[src/rtl/instr_queue_pkg.sv]
// Shared fetch/decode width constants for the instruction queue and its neighbours.
// Queue depth and almost-full level stay per-instance parameters on the queue itself.
package instr_queue_pkg;

    localparam int INSTR_WIDTH = 32;
    localparam int PC_WIDTH    = 32;

endpackage : instr_queue_pkg

[src/rtl/instr_queue.sv]
// Fetch-to-decode instruction queue: circular buffer of {instr, pc} with
// first-word-fall-through head, global stall (rdy_in) and redirect flush.
module instr_queue
    import instr_queue_pkg::*;
#(
    parameter int DATA_WIDTH  = INSTR_WIDTH,
    parameter int ADDR_WIDTH  = PC_WIDTH,
    parameter int DEPTH_LOG   = 4,
    parameter int AFULL_LEVEL = (2 ** DEPTH_LOG) - 2
) (
    input  logic                  clk_in,
    input  logic                  rst_in,
    input  logic                  rdy_in,
    input  logic                  flush_in,
    input  logic                  push_valid_in,
    input  logic [DATA_WIDTH-1:0] push_instr_in,
    input  logic [ADDR_WIDTH-1:0] push_pc_in,
    output logic                  push_ready_out,
    input  logic                  pop_ready_in,
    output logic                  pop_valid_out,
    output logic [DATA_WIDTH-1:0] pop_instr_out,
    output logic [ADDR_WIDTH-1:0] pop_pc_out,
    output logic [DEPTH_LOG:0]    count_out,
    output logic                  almost_full_out
);

    localparam int                 DEPTH     = 2 ** DEPTH_LOG;
    localparam logic [DEPTH_LOG:0] FULL_CNT  = (DEPTH_LOG + 1)'(DEPTH);
    localparam logic [DEPTH_LOG:0] AFULL_CNT = (DEPTH_LOG + 1)'(AFULL_LEVEL);

    logic [DATA_WIDTH-1:0] instr_mem [DEPTH];
    logic [ADDR_WIDTH-1:0] pc_mem    [DEPTH];

    logic [DEPTH_LOG-1:0] head_q;
    logic [DEPTH_LOG-1:0] tail_q;
    logic [DEPTH_LOG:0]   count_q;

    logic push_fire;
    logic pop_fire;

    // Handshake: a transfer happens on a rising edge where valid and ready are
    // both 1, rdy_in is 1 and flush_in is 0. push_ready_out/pop_valid_out come
    // from registered count only, so neither depends on the opposite request.
    assign push_ready_out  = (count_q != FULL_CNT);
    assign pop_valid_out   = (count_q != '0);
    assign almost_full_out = (count_q >= AFULL_CNT);
    assign count_out       = count_q;

    assign push_fire = push_valid_in & push_ready_out & rdy_in & ~flush_in;
    assign pop_fire  = pop_valid_out & pop_ready_in & rdy_in & ~flush_in;

    assign pop_instr_out = instr_mem[head_q];
    assign pop_pc_out    = pc_mem[head_q];

    // Storage is deliberately not reset; stale entries are hidden by count.
    always_ff @(posedge clk_in) begin
        if (push_fire) begin
            instr_mem[tail_q] <= push_instr_in;
            pc_mem[tail_q]    <= push_pc_in;
        end
    end

    // Pointers wrap naturally at DEPTH_LOG bits, so entry DEPTH-1 is followed by 0.
    always_ff @(posedge clk_in) begin
        if (!rst_in) begin
            head_q  <= '0;
            tail_q  <= '0;
            count_q <= '0;
        end else if (rdy_in) begin
            if (flush_in) begin
                head_q  <= '0;
                tail_q  <= '0;
                count_q <= '0;
            end else begin
                if (push_fire) tail_q <= tail_q + 1'b1;
                if (pop_fire)  head_q <= head_q + 1'b1;
                case ({push_fire, pop_fire})
                    2'b10:   count_q <= count_q + 1'b1;
                    2'b01:   count_q <= count_q - 1'b1;
                    default: count_q <= count_q;
                endcase
            end
        end
    end

endmodule : instr_queue

[config.mk]
export PLATFORM = sky130hd
export DESIGN_NAME = instr_queue
export DESIGN_NICKNAME = d
export VERILOG_FILES = /design/src/rtl/instr_queue_pkg.sv /design/src/rtl/instr_queue.sv
export SDC_FILE = /design/constraint.sdc
export NUM_CORES = 1
export LEC_CHECK = 0
export CAP_MARGIN = 15
export CELL_PAD_IN_SITES_DETAIL_PLACEMENT = 1
export CELL_PAD_IN_SITES_GLOBAL_PLACEMENT = 1
export CORE_ASPECT_RATIO = 1.1
export CORE_UTILIZATION = 45
export DETAILED_ROUTE_END_ITERATION = 6
export PLACE_DENSITY = 0.74
export SLEW_MARGIN = 20
export SYNTH_ARGS = -nofsm -noshare
export SYNTH_HDL_FRONTEND = slang
export SYNTH_SLANG_ARGS = --single-unit
[constraint.sdc]
create_clock -name clk_in -period 21.3 [get_ports clk_in]
set_input_delay 4.26 -clock clk_in [delete_from_list [all_inputs] [get_ports clk_in]]
set_output_delay 4.26 -clock clk_in [all_outputs]
set_load 0.02 [all_outputs]
== After elaboration in Yosys (flattened, before gate mapping) ==
Memory sizes are Yosys's and may differ from the RTL's. A register that Yosys moved wholly into a read port is not among the register bits.
Cells that the tools add are included.
Cells by class
  shifts and indexed selects: 0
  mux-type cells: 12
  order comparisons: 1
  equal/unequal tests: 3
  bitwise logic cells: 7
  reductions and logical operators: 7
  multipliers: 0
  div/mod/pow operators: 0
  add/subtract/negate cells: 4
Operators by type and width (number)
  $mux W4: 8
  $pmux W5 S2: 1
  $add A4 B1 Y4 const B: 2
  $and A1 B1 Y1: 6
  $reduce_and A2 Y1: 3
  $add A5 B1 Y5 const B: 1
  $ge A5 B4 Y1 const B: 1
  $mux W5: 1
  $ne A5 B5 Y1 const B: 1
  $reduce_bool A5 Y1: 1
  $sub A5 B1 Y5 const B: 1
  $reduce_bool A2 Y1: 2
  $reduce_bool A3 Y1: 1
  $eq A2 B1 Y1 const B: 1
  $eq A2 B2 Y1 const B: 1
  $mux W1: 2
  $not A1 Y1: 1
Storage, ports and cells
  bits in read-only memories: 0
  latch bits: 0
  output and inout bits: 72
  logic and storage cells: 39
  register bits: 13
  bits in writable memories: 1024
  input bits: 70
  memories: 2
Memory list
  instr_mem: words 16, bits a word 32, rd ports 1, clocked after memory_dff 1, write ports 1, RTL line instr_queue.sv:31  | logic [DATA_WIDTH-1:0] instr_mem [DEPTH];
  pc_mem: words 16, bits a word 32, rd ports 1, clocked after memory_dff 1, write ports 1, RTL line instr_queue.sv:32  | logic [ADDR_WIDTH-1:0] pc_mem [DEPTH];

== Logic depth before layout (Yosys ltp) ==
  depth after elaboration: 8
  depth in mapped cells: 10
  mapped depth without buffers: 9

== Worst setup path before layout ==
No wires, ideal clock.
  kind: input to register
  from: input push_valid_in
  to: memory instr_mem[0][0] (netlist name) (enable)
  slack: 9788 ps
  setup time: 644 ps
  stages: 3
  data required time: 20656 ps
  buffers on the path: 0
  data arrival time: 10868 ps
  cell sequence: a21boi_0 nand3b_1 nor4_1
On the way
  cells in the longest elaborated chain, start to end: 5
Ends and longest elaborated chain
  start: declaration: RTL line instr_queue.sv:15  | input logic push_valid_in,
  $and A1 B1 Y1 (3 in series): RTL line instr_queue.sv:49  | assign push_fire = push_valid_in & push_ready_out & rdy_in & ~flush_in;
  $mux W1: RTL line instr_queue.sv:57  | if (push_fire) begin
  $mux W1 (implied by the code): RTL line instr_queue.sv:58  | instr_mem[tail_q] <= push_instr_in;
  end: declaration: RTL line instr_queue.sv:31
No other way between the ends.

==> metrics.md <==
| Metric | Value |
|---|---|
| Status | finished clean |
| Clock transition time at the flip-flop clock pins of the worst setup and hold paths | 0.06 ns |
| YS warnings | 0 |
| Type of the worst setup path | reg -> out |
| Number of DRC violations after detailed-routing iteration 0 | 1,666 |
| Clock buffers created by TritonCTS | 100 |
| Clock root buffer | sky130_fd_sc_hd__clkbuf_16 |
| Per-cell routed wire length | 29.7 um |
| Final count of pins violating max slew | 0 |
| Number of enable flip-flop cells after synthesis | 1,024 |
| Reg-to-reg critical path startpoint | count_out[1]$_SDFFE_PN0P_ |
| Total wire length after detailed routing | 88.6 mm |
| Most area-hungry cell type in the Yosys netlist | sky130_fd_sc_hd__edfxtp_1 |
| Die height | 313 um |
| Kind of path behind the tightest hold check | reg -> reg |
| Synth Flop Type | sky130_fd_sc_hd__edfxtp_1 |
| Setup TNS | 0 ns |
| Leakage power | 13.5 nW |
| 1st-pass router iterations | 5 |
| I/O pins | 142 |
| Vias in the first global route | 19,200 |
| Full die area | 88,800 um^2 |
| Reg2Reg Capture Point | pc_mem[11][8]$_DFFE_PP_ |
| Global-route wire length before repair | 130 mm |
| Longest Clk Path Bufs | 3 |
| Count of cells resized by post-cts repair | 0 |
| Routing usage on met3 | 3.96% |
| Number of endpoints failing setup at the final stage | 0 |
| Combined area of all synthesized cells | 39,400 um^2 |
| Sequential share of the synthesized area | 78.8% |
| Clock sink count | 1,041 |
| Number of hold violations in the final report | 0 |
| Post-CTS setup repair buffer count | 0 |
| Type of destination of the critical path | output pin |
| Total Nets Final | 1,831 |
| Crit start category | register |
| Mapped Nets | 1,634 |
| Share of power burned in registers | 56.4% |
| Maximum number of pins on one net before global-route repair | 172 |
| Share of the core filled with cells in the final layout | 52.5% |
| Dominant cell by count in the synthesized netlist | sky130_fd_sc_hd__edfxtp_1 |
| Worst slew slack as a fraction of its limit | 25.9% |
| Placement Cell Area | 42,300 um^2 |
| Core Footprint | 86,500 um^2 |
| Share of power burned in combinational logic | 2.1% |
| Cell Rows | 113 |
| Depth of the CTS H-tree | 3 |
| Hold path depth | 2 |
| Via total after detailed routing | 17,500 |
| DP HPWL | 44.5 mm |
| Internal Pwr Total | 3.22 mW |
| Initial core utilization | 45.6% |
| Post-layout instance area | 45,400 um^2 |
| Count of different cell masters after synthesis | 45 |
| Share of final-layout standard cells stronger than drive strength 1 | 27.9% |
| Clock tree from TritonCTS | done |
| Power share of the clock group | 41.5% |
| DRC | 0 |
| Placer congestion estimate | 0.722 |
| Busiest layer in global routing | met2 |
| Top cell types by occurrence after synthesis | sky130_fd_sc_hd__edfxtp_1, sky130_fd_sc_hd__mux4_2, sky130_fd_sc_hd__clkbuf_1 |
| GRT Total Usage | 20.2% |
| Final worst path period share | 40.2% |
| Worst Max-Slew Pin Slew | 1.11 ns |
| Routed vias/inst | 5.85 |
| Number of nets still failing antenna checks after routing | 0 |
| Insertion delay of the later-clocked pin in the worst-skew pair | 0.66 ns |
| RSZ-0062 raised after global routing | no |
| Die Span X | 284 um |
| Launch point of the worst hold path | head_q[2]$_SDFFE_PN0P_ |
| Post-route non-filler standard cell count | 2,986 |
| Maximum resistive drop on vdd | 0.0642 mV |
| Flops & latches, synth | 1,041 |
| Layout Skew | 0.0269 ns |
| Max-cap check violation count | 0 |
| PwrDens | 88.1 nW/um^2 |
| Data arrival time at the worst-slack endpoint | 4.30 ns |
| Leftover overflow at the end of global routing | 0 |
| Critical path peak fanout | 69 |
| Critical path required time | 17.04 ns |
| Proportion of netlist area held by the largest area contributor | 78.0% |
| F_max | 0.117 GHz |
| Reg2reg path depth | 6 |
| Placed cells | 2,799 |
| Met2 usage in global routing | 33.2% |
| Net switching power figure | 0.785 mW |
| Fraction of met1 tracks used by global routing | 27.8% |
| Synth area leaders | sky130_fd_sc_hd__edfxtp_1, sky130_fd_sc_hd__mux4_2, sky130_fd_sc_hd__dfxtp_1 |
| Layout-stage area growth over the synthesis result | 15.1% |
| Initial antenna violation count | 8 |
| Count of hold buffers inserted by post-cts repair | 0 |
| Min Tclk post-route | 8.56 ns |
| R2r setup slk | 17.49 ns |
| Net switching share of the total power | 19.6% |
| Average size of a mapped cell | 25.4 um^2 |
| Async set-reset flop share out of synthesis | 0% |
| Syn Inst Count | 1,555 |
| Port Buffer Count | 141 |
| Final total power | 4.00 mW |
-- how the worst max path moves through the flow --
stage                                           end  slack (ns)     startpoint  cells after the start
after floorplan           instr_mem[0][0]$_DFFE_PP_        9.79  push_valid_in                      3
after global placement      pc_mem[12][9]$_DFFE_PP_       13.28  push_valid_in                      6
after detailed placement    pc_mem[10][6]$_DFFE_PP_       13.13  push_valid_in                      6
after CTS                            pop_pc_out[30]       12.55       register                      4
after global routing              pop_instr_out[16]       12.46       register                      5
final                             pop_instr_out[16]       12.74       register                      5
-- layout by cell type, fill, tap and decap left out, drive strengths merged, types with 5 or more instances in the layout --
| cell | instances |
|---|---|
| edfxtp | 1024 |
| mux4 | 320 |
| clkdlybuf4s50 | 141 |
| clkbuf | 121 |
| clkinv | 53 |
| buf | 32 |
| dfxtp | 17 |
| inv | 16 |
| nand2 | 13 |
| nor2b | 8 |
| ha | 8 |
| a21oi | 7 |
| nor2 | 7 |
| nand3 | 6 |
| bufinv | 5 |
| and2 | 5 |
| nor4 | 5 |
| nor3 | 5 |
-- power by group through the flow --
stage / clock (mW) / combinational [mW] / sequential, mW
floorplan: 0 / 0.0284 / 2.30
global placement: 0 / 0.0780 / 2.30
detailed placement: 0 / 0.0832 / 2.30
CTS: 1.69 / 0.0834 / 2.26
global route: 1.75 / 0.0885 / 2.26
finish: 1.66 / 0.0825 / 2.26
-- worst max-delay path, cell delays in order, from the launching register on --
cell and delay [ns]:
sky130_fd_sc_hd__dfxtp_4 0.91, sky130_fd_sc_hd__buf_12 0.42, sky130_fd_sc_hd__buf_16 0.46, sky130_fd_sc_hd__mux4_2 0.60, sky130_fd_sc_hd__mux4_2 0.53, sky130_fd_sc_hd__clkdlybuf4s50_1 0.57
-- metrics by stage --
step / hold WS, ns / setup slack [ns]
5_1_grt: 0.621 / 12.46
2_1_floorplan: 0.494 / 9.79
4_1_cts: 0.571 / 12.55
3_5_place_dp: 0.547 / 13.13
6_report: 0.572 / 12.74
3_3_place_gp: 0.546 / 13.28
-- sequential cells by signal (all words and copies together), names as in the netlist, named ones only --
register and flops:
count_out 5, head_q 4, tail_q 4, instr_mem 512, pc_mem 512
-- cell type report --
| cell class | count | area [um^2] |
|---|---|---|
| tap | 1150 | 1440 |
| timing repair buffer | 173 | 1700 |
| clock inverter | 63 | 448 |
| inverter | 12 | 45.0 |
| fill | 7429 | 41100 |
| multi-input combinational | 424 | 8040 |
| sequential | 1041 | 31100 |
| antenna | 2 | 5.00 |
| clock buffer | 121 | 2600 |
-- cells by family after synthesis --
group | after synthesis | synth area share (%)
flip-flops | 1041 | 78.8
multiplexers | 325 | 18.4
AO/OA/AOI/OAI | 24 | 0.412
buffers and inverters | 90 | 1.02
AND/OR/NAND/NOR | 61 | 0.933
XOR/XNOR | 5 | 0.111
adder cells (fa/ha/maj) | 9 | 0.305
-- routing by layer --
layer | part of all wire, % | vias up
li1 | - | 7168
met1 | 41 | 9550
met2 | 50 | 644
met3 | 6.7 | 107
met4 | 2.0 | 12
met5 | 0.099 | -
(Power assumes the default switching activity.)
